`config.mk`:
```
export PLATFORM = sky130hd
export DESIGN_NAME = lcr580_uart
export DESIGN_NICKNAME = d
export VERILOG_FILES = /design/src/rtl/lcr580_uart_pkg.sv /design/src/rtl/lcr580_uart_fifo.sv /design/src/rtl/lcr580_uart.sv
export SDC_FILE = /design/constraint.sdc
export NUM_CORES = 1
export LEC_CHECK = 0
export ABC_AREA = 0
export CAP_MARGIN = 20
export CORE_MARGIN = 2
export CORE_UTILIZATION = 45
export CTS_CLUSTER_SIZE = 25
export DETAILED_ROUTE_END_ITERATION = 7
export GPL_TIMING_DRIVEN = 0
export PLACE_DENSITY = 0.72
export SLEW_MARGIN = 20
export SYNTH_ARGS = -nofsm -noshare
export SYNTH_HDL_FRONTEND = slang
export SYNTH_SLANG_ARGS = --single-unit
```
`constraint.sdc`:
```
create_clock -name clock -period 2.8 [get_ports clock]
set_clock_uncertainty 0.15 [all_clocks]
set_input_delay 0.56 -clock clock [delete_from_list [all_inputs] [get_ports clock]]
set_output_delay 0.56 -clock clock [all_outputs]
set_load 0.03 [all_outputs]
```
`src/rtl/lcr580_uart_pkg.sv`:
```
// lcr580_uart shared definitions: register offsets, status/ctrl bit
// positions and the TX/RX engine state encodings.
package lcr580_uart_pkg;

  localparam logic [1:0] REG_DATA = 2'd0;
  localparam logic [1:0] REG_STAT = 2'd1;
  localparam logic [1:0] REG_CTRL = 2'd2;
  localparam logic [1:0] REG_LVL  = 2'd3;

  localparam int ST_RXNE = 0;
  localparam int ST_TXNF = 1;
  localparam int ST_BUSY = 2;
  localparam int ST_OVR  = 3;
  localparam int ST_FERR = 4;

  localparam int CT_RXIE = 0;
  localparam int CT_TXIE = 1;
  localparam int CT_LPBK = 2;

  typedef enum logic [1:0] {
    TX_IDLE,
    TX_START,
    TX_DATA,
    TX_STOP
  } tx_state_t;

  typedef enum logic [1:0] {
    RX_IDLE,
    RX_START,
    RX_DATA,
    RX_STOP
  } rx_state_t;

endpackage

```
`src/rtl/lcr580_uart_fifo.sv`:
```
// lcr580_uart byte FIFO: DEPTH entries, wrap-bit pointers, head visible
// combinationally; a push on a full FIFO lands only if a pop shares the edge.
module lcr580_uart_fifo #(
  parameter int DEPTH = 8,
  parameter int AW    = $clog2(DEPTH)
) (
  input  logic        clock,
  input  logic        reset,
  input  logic        push,
  input  logic        pop,
  input  logic [7:0]  wdata,
  output logic [7:0]  rdata,
  output logic        full,
  output logic        empty,
  output logic [AW:0] level
);

  logic [7:0]  mem [DEPTH];
  logic [AW:0] wptr;
  logic [AW:0] rptr;
  logic        do_push;
  logic        do_pop;

  assign empty   = (wptr == rptr);
  assign full    = (wptr[AW] != rptr[AW]) &&
                   (wptr[AW-1:0] == rptr[AW-1:0]);
  assign level   = wptr - rptr;
  assign rdata   = mem[rptr[AW-1:0]];
  assign do_pop  = pop & ~empty;
  assign do_push = push & (~full | do_pop);

  always_ff @(posedge clock or posedge reset) begin
    if (reset) begin
      wptr <= '0;
      rptr <= '0;
    end else begin
      if (do_push) wptr <= wptr + 1'b1;
      if (do_pop)  rptr <= rptr + 1'b1;
    end
  end

  always_ff @(posedge clock) begin
    if (do_push) mem[wptr[AW-1:0]] <= wdata;
  end

endmodule

```
`src/rtl/lcr580_uart.sv`:
```
// lcr580_uart: port-mapped 8N1 UART on the LCR580 I/O bus.
// Optional build macro LCR580_UART_LOOPBACK_EN enables ctrl.lpbk.
module lcr580_uart
  import lcr580_uart_pkg::*;
#(
  parameter logic [7:0]  BASE  = 8'h10,
  parameter logic [15:0] DIV   = 16'd434,
  parameter int          DEPTH = 8
) (
  input  logic       clock,
  input  logic       reset,
  input  logic       ce,
  input  logic [7:0] port_addr,
  input  logic [7:0] port_wdata,
  input  logic       port_we,
  input  logic       port_rd,
  output logic [7:0] port_rdata,
  input  logic       rxd,
  output logic       txd,
  output logic       irq
);

  localparam int          LW   = $clog2(DEPTH) + 1;
  localparam logic [15:0] TBIT = DIV - 16'd1;
  localparam logic [15:0] HALF = (DIV >> 1) - 16'd1;
`ifdef LCR580_UART_LOOPBACK_EN
  localparam logic [2:0]  CMSK = 3'b111;
`else
  localparam logic [2:0]  CMSK = 3'b011;
`endif

  logic [7:0]    off;
  logic [1:0]    reg_sel;
  logic          hit;
  logic          wr;
  logic          rd;
  logic          tx_push;
  logic          rx_pop;
  logic [2:0]    ctrl;
  logic          ovr;
  logic          ferr;
  logic          tx_busy;

  logic [7:0]    txf_rdata;
  logic          txf_full;
  logic          txf_empty;
  logic [LW-1:0] txf_level;
  logic [7:0]    rxf_rdata;
  logic          rxf_full;
  logic          rxf_empty;
  logic [LW-1:0] rxf_level;

  tx_state_t     tx_st;
  tx_state_t     tx_nx;
  logic [15:0]   tx_tmr;
  logic [2:0]    tx_bitn;
  logic [7:0]    tx_sh;
  logic          tx_tick;
  logic          tx_pop;
  logic          tx_bit;

  rx_state_t     rx_st;
  rx_state_t     rx_nx;
  logic [15:0]   rx_tmr;
  logic [2:0]    rx_bitn;
  logic [7:0]    rx_sh;
  logic          rx_tick;
  logic          rx_s1;
  logic          rx_s2;
  logic          rx_line;
  logic          rx_prev;
  logic          rx_store;
  logic          unused;

  // Offsets BASE..BASE+3 are the only ones with bits [7:2] clear.
  assign off     = port_addr - BASE;
  assign hit     = (off[7:2] == 6'd0);
  assign reg_sel = off[1:0];
  assign wr      = ce & port_we & hit;
  assign rd      = ce & port_rd & ~port_we & hit;
  assign tx_push = wr & (reg_sel == REG_DATA);
  assign rx_pop  = rd & (reg_sel == REG_DATA);
  assign unused  = ^{port_wdata[7:3], txf_level};

  lcr580_uart_fifo #(.DEPTH(DEPTH)) u_txf (
    .clock (clock),
    .reset (reset),
    .push  (tx_push),
    .pop   (tx_pop),
    .wdata (port_wdata),
    .rdata (txf_rdata),
    .full  (txf_full),
    .empty (txf_empty),
    .level (txf_level)
  );

  lcr580_uart_fifo #(.DEPTH(DEPTH)) u_rxf (
    .clock (clock),
    .reset (reset),
    .push  (rx_store),
    .pop   (rx_pop),
    .wdata (rx_sh),
    .rdata (rxf_rdata),
    .full  (rxf_full),
    .empty (rxf_empty),
    .level (rxf_level)
  );

  always_ff @(posedge clock or posedge reset) begin
    if (reset) begin
      ctrl <= '0;
      ovr  <= 1'b0;
      ferr <= 1'b0;
    end else begin
      if (wr && reg_sel == REG_CTRL) ctrl <= port_wdata[2:0] & CMSK;
      ovr  <= (ovr & ~(wr && reg_sel == REG_STAT)) |
              (rx_store & rxf_full & ~rx_pop);
      ferr <= (ferr & ~(wr && reg_sel == REG_STAT)) |
              (rx_store & ~rx_line);
    end
  end

  always_comb begin
    port_rdata = 8'h00;
    if (port_rd && hit) begin
      unique case (reg_sel)
        REG_DATA: port_rdata = rxf_empty ? 8'h00 : rxf_rdata;
        REG_STAT: port_rdata = {3'b000, ferr, ovr, tx_busy,
                                ~txf_full, ~rxf_empty};
        REG_CTRL: port_rdata = {5'b00000, ctrl};
        REG_LVL:  port_rdata = 8'(rxf_level);
      endcase
    end
  end

  assign tx_busy = (tx_st != TX_IDLE) | ~txf_empty;
  assign irq     = (ctrl[CT_RXIE] & ~rxf_empty) |
                   (ctrl[CT_TXIE] & ~tx_busy);

  // TX engine
  assign tx_tick = (tx_tmr == 16'd0);

  always_ff @(posedge clock or posedge reset) begin
    if (reset) begin
      tx_st   <= TX_IDLE;
      tx_tmr  <= '0;
      tx_bitn <= '0;
      tx_sh   <= '0;
    end else begin
      tx_st <= tx_nx;
      if (tx_st == TX_IDLE || tx_tick) tx_tmr <= TBIT;
      else                             tx_tmr <= tx_tmr - 16'd1;
      if (tx_st != TX_DATA) tx_bitn <= '0;
      else if (tx_tick)     tx_bitn <= tx_bitn + 3'd1;
      if (tx_pop)                        tx_sh <= txf_rdata;
      else if (tx_st == TX_DATA && tx_tick) tx_sh <= tx_sh >> 1;
    end
  end

  always_comb begin
    tx_nx  = tx_st;
    tx_pop = 1'b0;
    unique case (tx_st)
      TX_IDLE: if (!txf_empty) begin
        tx_nx  = TX_START;
        tx_pop = 1'b1;
      end
      TX_START: if (tx_tick) tx_nx = TX_DATA;
      TX_DATA: if (tx_tick && tx_bitn == 3'd7) tx_nx = TX_STOP;
      TX_STOP: if (tx_tick) begin
        tx_nx  = txf_empty ? TX_IDLE : TX_START;
        tx_pop = ~txf_empty;
      end
    endcase
  end

  always_comb begin
    tx_bit = 1'b1;
    unique case (tx_st)
      TX_IDLE:  tx_bit = 1'b1;
      TX_START: tx_bit = 1'b0;
      TX_DATA:  tx_bit = tx_sh[0];
      TX_STOP:  tx_bit = 1'b1;
    endcase
  end

`ifdef LCR580_UART_LOOPBACK_EN
  assign txd     = ctrl[CT_LPBK] | tx_bit;
  assign rx_line = ctrl[CT_LPBK] ? tx_bit : rx_s2;
`else
  assign txd     = tx_bit;
  assign rx_line = rx_s2;
`endif

  // RX engine
  assign rx_tick = (rx_tmr == 16'd0);

  always_ff @(posedge clock or posedge reset) begin
    if (reset) begin
      rx_s1   <= 1'b1;
      rx_s2   <= 1'b1;
      rx_prev <= 1'b1;
      rx_st   <= RX_IDLE;
      rx_tmr  <= '0;
      rx_bitn <= '0;
      rx_sh   <= '0;
    end else begin
      rx_s1   <= rxd;
      rx_s2   <= rx_s1;
      rx_prev <= rx_line;
      rx_st   <= rx_nx;
      if (rx_st == RX_IDLE) rx_tmr <= HALF;
      else if (rx_tick)     rx_tmr <= TBIT;
      else                  rx_tmr <= rx_tmr - 16'd1;
      if (rx_st != RX_DATA) rx_bitn <= '0;
      else if (rx_tick)     rx_bitn <= rx_bitn + 3'd1;
      if (rx_st == RX_DATA && rx_tick) rx_sh <= {rx_line, rx_sh[7:1]};
    end
  end

  always_comb begin
    rx_nx = rx_st;
    unique case (rx_st)
      RX_IDLE:  if (rx_prev && !rx_line) rx_nx = RX_START;
      RX_START: if (rx_tick) rx_nx = rx_line ? RX_IDLE : RX_DATA;
      RX_DATA:  if (rx_tick && rx_bitn == 3'd7) rx_nx = RX_STOP;
      RX_STOP:  if (rx_tick) rx_nx = RX_IDLE;
    endcase
  end

  always_comb begin
    rx_store = (rx_st == RX_STOP) && rx_tick;
  end

endmodule

```
==> flow_summary_export.csv, run 1 <==
group,metric,value,unit
run_status,outcome,"finished, violations left",
run_status,failed_checks,"setup timing",
placed_design,dp_hpwl,12100,um
final_layout,final_common_cell,"edfxtp_1",
floorplanning,rows,52,
clock_network,h-tree-depth,1,
setup_path,crit_chain,"clkdlybuf4s50_1 -> nor4b_4 -> and2_4 -> nand3_2 -> or3b_2 -> o211ai_1 -> buf_4",
setup_path,slowest_delay,0.48,ns
sta,finalSetupTns,-3.21,ns
synthesis,syn_area,9230,um2
sta,slew_violations,0,
sta,fin_crit_sh,116,%
floorplanning,coreArea,20200,um2
placed_design,io_buffers,31,
sta,tightest_slew,0.816,ns
clock_network,worst_setup_hold_path_clk_slew,0.06,ns
floorplanning,fp.dieArea,21700,um2
clock_network,clk_latency,0.50,ns
routing,vias,5390,
global_routing,grt_pass1_wl,30700,um
synthesis,synth.ff_latch_count,209,
synthesis,syn-num-nets,657,
clock_network,clock_sinks,209,
final_layout,area_growth,23.0,%
sta,report.final.setup_viol,9,
placed_design,dp_cells,916,
global_routing,grt_max_degree,42,
global_routing,grt_pass1_vias,5684,
routing,drtIter0Drc,361,
clock_network,cts_buffers,23,
sta,slew_headroom,45.6,%
final_layout,mostFrequentLayoutCells,"128 x edfxtp_1, 74 x dfrtp_1, 39 x nor2_1, 39 x nand2_1, 32 x mux4_2",
synthesis,synth_warnings,0,
synthesis,synthesis.instances,614,
floorplanning,boundaryPins,32,
synthesis,syn_area_per_cell,15.0,um2
global_routing,antenna_found_initial,0,
floorplanning,die_h,147,um
sta,period_needed,3.25,ns
setup_path,required,2.09,ns
setup_path,cp-start-kind,"primary input",
routing,remaining_drc_errors,0,
routing,ant_nets,0,
clock_network,cts_tree,"built",
synthesis,synth_cell_types,63,
sta,fmax,308,MHz
synthesis,yosysSeqAreaShare,63.7,%
routing,finalWirelength,19000,um
global_routing,grtUsageTotal,17.9,%
power_and_ir_drop,powerDensity,771,nW/um2
setup_path,cp_slowest_cell,"or3b_2",
placed_design,gp_congestion,0.851,
setup_path,critPathArrivalTime,2.54,ns
final_layout,fin_cells,983,
final_layout,fin_util,56.3,%
clock_network,clockRootBuffer,"clkbuf_16",
flow_run,max-cap-violations,0,
setup_path,worst-setup-path-type,"in -> out",
final_layout,multi_input_area,3480,um2
routing,wl_per_cell,19.3,um
routing,viasPerCell,5.48,
setup_path,cp_max_fo,3,
sta,finalWorstSetupSlack,-0.452,ns
global_routing,grt-ovfl-total,0,
setup_path,end_kind,"primary output",
routing,first_pass_iters,5,
sta,fin_hold_ws,0.208,ns
synthesis,synth-main-ff-cell,"edfxtp_1",
synthesis,async_reset_ff_share,38.8,%
final_layout,fin_nets,739,
synthesis,synth_edf_count,128,
power_and_ir_drop,ir_drop,0.000573,V
floorplanning,start_util,45.8,%
final_layout,regArea,5880,um2
final_layout,drive_above_1_share,28.2,%
sta,hold_violations,0,
worst_hold_path,min_path_type,"reg -> reg",
final_layout,final.fill_count,1551,
power_and_ir_drop,p_leak,4.42,nW
sta,grt_setup_unrepaired,"true",
floorplanning,die_w,147,um
final_layout,antenna_cells,0,
clock_network,cts_buffer_depth,3,
## final timing paths
kind	to	depth (start not counted)	from	slack, ns
worst max-delay path	port_rdata[3]	7	port_addr[2]	-0.45
max in group asynchronous	tx_sh[7]$_DFFE_PP0P_	3	reset	1.54
worst min register to register	rx_line$_DFF_PP1_	0	rx_s1$_DFF_PP1_	0.21
min in group asynchronous	rx_sh[3]$_DFFE_PP0P_	2	reset	0.32
worst max register to register	u_rxf.mem[3][5]$_DFFE_PP_	12	u_rxf.rptr[1]$_DFFE_PP0P_	0.10
worst min-delay path	rx_line$_DFF_PP1_	0	rx_s1$_DFF_PP1_	0.21
## layout make-up
class / count / area share [%]
buffer: 22 / 1.48
tap: 270 / 2.98
inverter: 15 / 0.672
clock inverter: 10 / 1.64
timing repair buffer: 58 / 5.03
clock buffer: 32 / 5.72
multi-input combinational: 367 / 30.7
sequential: 209 / 51.8
## logic make-up (layout without fill, tap and decap cells)
kind of cell	after synthesis	in the layout	share of synthesized area (%)
fa+ha+maj	21	21	2.93
mux	76	76	13.1
simple gates	174	174	10.6
compound gates	51	51	3.51
buf+inv	38	137	1.88
flops	209	209	63.7
xor+xnor	45	45	4.27
## through the flow
step	setup WS, ns	area, um2	power (mW)
2_1_floorplan	0.0149	9280	5.02
3_3_place_gp	-1.36	9920	5.36
3_5_place_dp	-0.994	9960	5.47
4_1_cts	-0.446	11200	8.79
5_1_grt	-0.510	11400	9.13
6_report	-0.452	11400	8.75
## repair_timing
item,4_1_cts,5_1_grt
resized for setup,131,22
setup endpoints to repair,122,137
cloned,1,0
pin swaps,10,4
hold buffers,0,0
buffers inserted,20,5
## power by group
group          switching [mW]  internal (mW)  leakage, nW  total, mW
logic                   0.961          0.803         1.74       1.76
clock network            1.18           2.09        0.405       3.26
registers               0.224           3.50         2.27       3.72
total                    2.36           6.39         4.42       8.75
## metal layers
| metal | up-vias | global-route usage (%) | wire length [um] |
|---|---|---|---|
| met5 | - | 0 | 0 |
| met4 | 0 | 4.42 | 321 |
| met3 | 29 | 2.80 | 851 |
| met2 | 122 | 32.2 | 9950 |
| met1 | 2767 | 22.9 | 7860 |
| li1 | 2472 | - | - |
## worst max-delay path, delay by kind of cell
family                 cells  cell delay (ns)
AND/OR/NAND/NOR            4             1.14
buffers and inverters      2             0.66
AO/OA/AOI/OAI              1             0.17
## state kept, by name (all words and copies together), names as in the netlist, 3 cells and up, named ones only
name	flops
u_rxf.mem	64
u_txf.mem	64
rx_tmr	16
tx_tmr	16
rx_sh	8
tx_sh	8
u_rxf.rptr	4
u_rxf.wptr	4
u_txf.rptr	4
u_txf.wptr	4
rx_bitn	3
tx_bitn	3
## cell usage after synthesis (14+ instances only)
master | count | share of area (%)
edfxtp_1 | 128 | 42
dfrtp_1 | 78 | 21
nor2_1 | 47 | 1.9
nand2_1 | 42 | 1.7
mux4_2 | 32 | 7.8
mux2i_1 | 29 | 3.1
xor2_1 | 24 | 2.3
xnor2_1 | 21 | 2.0
ha_1 | 20 | 2.7
a21oi_1 | 17 | 0.92
inv_1 | 14 | 0.57
No activity file was read; power rests on OpenSTA's default activity.
==> inputs of run 2 (changes only) <==
--- a/config.mk
+++ b/config.mk
@@ -13,6 +13,8 @@
 export DETAILED_ROUTE_END_ITERATION = 7
 export GPL_TIMING_DRIVEN = 0
 export PLACE_DENSITY = 0.72
+export RECOVER_POWER = 50
+export REMOVE_ABC_BUFFERS = 1
 export SLEW_MARGIN = 20
 export SYNTH_ARGS = -nofsm -noshare
 export SYNTH_HDL_FRONTEND = slang
==> flow_summary_export.csv, run 2 (synthesis results as in run 1) <==
group,metric,value,unit
floorplanning,boundaryPins,32,
routing,drtIter0Drc,264,
clock_network,worst_setup_hold_path_clk_slew,0.06,ns
floorplanning,start_util,45.8,%
final_layout,antenna_cells,0,
final_layout,fin_util,54.5,%
clock_network,clk_latency,0.51,ns
routing,first_pass_iters,5,
floorplanning,die_h,147,um
floorplanning,fp.dieArea,21700,um2
global_routing,grt-ovfl-total,0,
routing,viasPerCell,5.52,
final_layout,area_growth,19.1,%
sta,grt_setup_unrepaired,"true",
setup_path,worst-setup-path-type,"reg -> out",
sta,slew_headroom,21.8,%
setup_path,end_kind,"primary output",
setup_path,required,2.09,ns
sta,finalWorstSetupSlack,-0.281,ns
clock_network,h-tree-depth,1,
clock_network,cts_tree,"built",
floorplanning,rows,52,
power_and_ir_drop,p_leak,4.26,nW
clock_network,holdBufCountCts,0,
placed_design,placed_cell_area,9810,um2
final_layout,final_cell_area,11000,um2
run_status,outcome,"finished, violations left",
placed_design,pre_cts_slack,-1.05,ns
sta,fmax,325,MHz
sta,tightest_slew,1.17,ns
routing,wl_per_cell,18.8,um
clock_network,clockRootBuffer,"clkbuf_16",
placed_design,gp_congestion,0.834,
clock_network,clock_sinks,209,
sta,hold_violations,0,
power_and_ir_drop,fin_total_pwr,8.29,mW
global_routing,grtUsageTotal,16.8,%
clock_network,cts_buffer_depth,3,
power_and_ir_drop,powerDensity,754,nW/um2
routing,vias,5330,
sta,period_needed,3.08,ns
floorplanning,die_w,147,um
clock_network,cts_buffers,22,
global_routing,grt_pass1_wl,28800,um
placed_design,io_buffers,31,
setup_path,critPathArrivalTime,2.37,ns
sta,finalSetupTns,-1.92,ns
final_layout,final_common_cell,"edfxtp_1",
global_routing,grt_pass1_vias,5476,
flow_run,max-cap-violations,0,
final_layout,fin_nets,723,
sta,report.final.setup_viol,8,
global_routing,grt_max_degree,58,
placed_design,dp_hpwl,11200,um
power_and_ir_drop,ir_drop,0.000458,V
routing,finalWirelength,18200,um
setup_path,cp-start-kind,"register",
floorplanning,coreArea,20200,um2
run_status,failed_checks,"setup timing",
sta,slew_violations,0,
sta,fin_crit_sh,110,%
final_layout,drive_above_1_share,27.6,%
routing,ant_nets,0,
worst_hold_path,min_path_type,"reg -> reg",
setup_path,cp_max_fo,4,
final_layout,mostFrequentLayoutCells,"128 x edfxtp_1, 67 x dfrtp_1, 40 x nor2_1, 39 x nand2_1, 33 x buf_4",
routing,remaining_drc_errors,0,
global_routing,antenna_found_initial,0,
==> run 2: routing by layer <==
layer  global-route usage [%]  up-vias  wire length (um)
met5                        0        -                 0
met4                     5.82        0               383
met3                     3.42       28               789
met2                     28.5      123              9430
met1                     21.6     2740              7580
li1                         -     2439                 -
==> run 2: final timing paths <==
path                                            from                   endpoint  slack [ns]  depth (start not counted)
max                        u_rxf.rptr[3]$_DFFE_PP0P_              port_rdata[3]       -0.28                          6
min                                  rx_s1$_DFF_PP1_          rx_line$_DFF_PP1_        0.21                          0
max reg2reg                     tx_st[0]$_DFFE_PP0P_  u_txf.mem[7][5]$_DFFE_PP_        0.16                          8
min reg2reg                          rx_s1$_DFF_PP1_          rx_line$_DFF_PP1_        0.21                          0
max in group asynchronous                      reset  u_txf.rptr[1]$_DFFE_PP0P_        0.44                          3
min in group asynchronous                      reset       rx_sh[5]$_DFFE_PP0P_        0.59                          2
==> run 2: timing repair <==
action                                  4_1_cts  5_1_grt
gates resized for setup                     118       23
buffers inserted                             19       12
endpoints found under the setup margin      139      146
gates cloned                                  0        1
pin swaps                                     6        7
==> run 2: stage by stage <==
stage | hold WS, ns | instances
2_1_floorplan | 0.195 | 591
3_3_place_gp | 0.196 | 892
3_5_place_dp | 0.197 | 894
4_1_cts | 0.206 | 953
5_1_grt | 0.212 | 966
6_report | 0.211 | 966
==> run 2: cell type report <==
type / instances / area, um2
fillers: 1597 / 9180
flip-flops and latches: 209 / 5900
multi-input cells: 368 / 3440
clock buffers: 29 / 608
repair buffers: 64 / 559
well taps: 270 / 338
clock inverters: 11 / 87.6
inverters: 15 / 62.6
==> run 2: critical path, stage by stage, from the launching register on <==
cell      delay [ns]
dfrtp_1         0.40
xor2_1          0.44
nor2_4          0.11
or3_4           0.43
a21o_1          0.20
o211ai_1        0.09
buf_4           0.19
==> run 2: power breakdown <==
| group | switching (mW) | internal (mW) | total (mW) | leakage, nW |
|---|---|---|---|---|
| sequential | 0.243 | 3.51 | 3.75 | 2.27 |
| clock | 1.17 | 1.63 | 2.79 | 0.340 |
| combinational | 0.942 | 0.808 | 1.75 | 1.66 |
| total | 2.35 | 5.94 | 8.29 | 4.26 |
==> inputs of run 3 (changes only) <==
--- a/config.mk
+++ b/config.mk
@@ -7,7 +7,6 @@
 export LEC_CHECK = 0
 export ABC_AREA = 0
 export CAP_MARGIN = 20
-export CORE_MARGIN = 2
 export CORE_UTILIZATION = 45
 export CTS_CLUSTER_SIZE = 25
 export DETAILED_ROUTE_END_ITERATION = 7
==> flow_summary_export.csv, run 3 (synthesis results as in run 1) <==
group,metric,value,unit
floorplanning,boundaryPins,32,
floorplanning,start_util,45.8,%
run_status,failed_checks,"capacitance limit, slew limit, setup timing",
worst_hold_path,min_to,"rx_line$_DFF_PP1_",
routing,vias,5340,
sta,grt_setup_unrepaired,"true",
routing,remaining_drc_errors,0,
clock_network,clock_sinks,209,
final_layout,final.fill_count,1566,
sta,hold_violations,0,
floorplanning,die_h,145,um
global_routing,antenna_found_initial,0,
power_and_ir_drop,powerDensity,756,nW/um2
setup_path,critPathLaunch,"u_rxf.rptr[0]$_DFFE_PP0P_",
setup_path,end_kind,"primary output",
clock_network,cts_buffers,23,
setup_path,critPathArrivalTime,2.40,ns
global_routing,grt_pass1_wl,30100,um
final_layout,multi_input_area,3480,um2
final_layout,regArea,5900,um2
final_layout,drive_above_1_share,29.1,%
sta,report.final.setup_viol,8,
final_layout,fin_nets,728,
power_and_ir_drop,p_leak,4.32,nW
flow_run,max-cap-violations,1,
global_routing,grt-ovfl-total,0,
clock_network,clk_latency,0.51,ns
final_layout,area_growth,20.9,%
setup_path,rr_endpoint,"u_txf.mem[0][6]$_DFFE_PP_",
floorplanning,fp.dieArea,21100,um2
global_routing,grt_max_degree,42,
floorplanning,coreArea,20200,um2
placed_design,dp_hpwl,11200,um
clock_network,h-tree-depth,1,
setup_path,cp-start-kind,"register",
setup_path,reg2reg_from,"tx_st[1]$_DFFE_PP0P_",
sta,fin_crit_sh,111,%
run_status,outcome,"finished, violations left",
final_layout,final_common_cell,"edfxtp_1",
final_layout,mostFrequentLayoutCells,"128 x edfxtp_1, 68 x dfrtp_1, 40 x nor2_1, 37 x nand2_1, 37 x buf_4",
floorplanning,rows,52,
clock_network,clockRootBuffer,"clkbuf_16",
placed_design,gp_congestion,0.812,
routing,ant_nets,0,
routing,first_pass_iters,4,
sta,finalWorstSetupSlack,-0.306,ns
sta,slew_violations,42,
clock_network,cts_buffer_depth,3,
setup_path,cp_max_fo,6,
routing,drtIter0Drc,213,
routing,wl_per_cell,19.0,um
setup_path,reg2reg_slack,0.10,ns
sta,finalSetupTns,-1.66,ns
routing,viasPerCell,5.49,
sta,slew_headroom,-7.79,%
global_routing,grtUsageTotal,18.0,%
worst_hold_path,worstHoldPathCells,0,
sta,tightest_slew,1.62,ns
worst_hold_path,min_path_type,"reg -> reg",
setup_path,worst-setup-path-type,"reg -> out",
placed_design,io_buffers,31,
floorplanning,die_w,145,um
final_layout,antenna_cells,0,
final_layout,fin_cells,972,
sta,fmax,322,MHz
clock_network,worst_setup_hold_path_clk_slew,0.06,ns
power_and_ir_drop,ir_drop,0.000465,V
placed_design,dp_cells,894,
clock_network,cts_tree,"built",
sta,period_needed,3.11,ns
worst_hold_path,hp-start,"rx_s1$_DFF_PP1_",
setup_path,required,2.09,ns
power_and_ir_drop,fin_total_pwr,8.43,mW
setup_path,reg2reg_depth,8,
global_routing,grt_pass1_vias,5751,
routing,finalWirelength,18400,um
## run 3: layer usage
layer	track usage [%]	vias up	routed length, um
met4	5.95	0	497
met3	2.70	40	645
met5	0	-	0
met2	32.6	100	9670
li1	-	2458	-
met1	22.0	2742	7610
## run 3: power breakdown
part / internal, mW / total [mW] / leakage, nW / switching (mW)
registers: 3.51 / 3.78 / 2.27 / 0.269
logic: 0.811 / 1.72 / 1.70 / 0.906
clock network: 1.73 / 2.94 / 0.356 / 1.21
## run 3: worst max-delay path by stage
stage                               end  slack [ns]
final                     port_rdata[3]       -0.31
after global routing      port_rdata[1]       -0.37
after CTS                 port_rdata[3]       -0.29
after detailed placement            irq       -1.17
after global placement              irq       -1.33
after floorplan                     irq       -0.44
## run 3: repair_timing
action | CTS | global route
pin swaps | 13 | 21
hold buffers | 0 | 0
gates cloned | 0 | 1
resized for setup | 127 | 31
buffers inserted | 22 | 14
endpoints found under the setup margin | 141 | 138
## run 3: critical path, cell delays in order, from the launching register on
cell	delay (ns)
dfrtp_4	0.55
ha_4	0.25
nand3_4	0.10
nor2_4	0.06
or3_4	0.43
a21o_1	0.20
o211ai_1	0.10
buf_4	0.19
## run 3: area by class of cell
cell class | instances | area share, %
flip-flops and latches | 209 | 52.9
multi-input cells | 368 | 31.2
repair buffers | 68 | 5.66
clock buffers | 27 | 5.38
well taps | 270 | 3.03
clock inverters | 15 | 1.29
inverters | 15 | 0.572
## run 3: stage by stage
| stage | utilization [%] | hold slack [ns] | area (um2) | setup slack [ns] |
|---|---|---|---|---|
| floorplan | - | 0.195 | 9110 | -0.439 |
| global placement | 48.4 | 0.196 | 9760 | -1.33 |
| detailed placement | 48.6 | 0.198 | 9810 | -1.17 |
| CTS | 54.2 | 0.197 | 10900 | -0.291 |
| global route | 55.3 | 0.209 | 11200 | -0.366 |
| finish | 55.3 | 0.201 | 11200 | -0.306 |
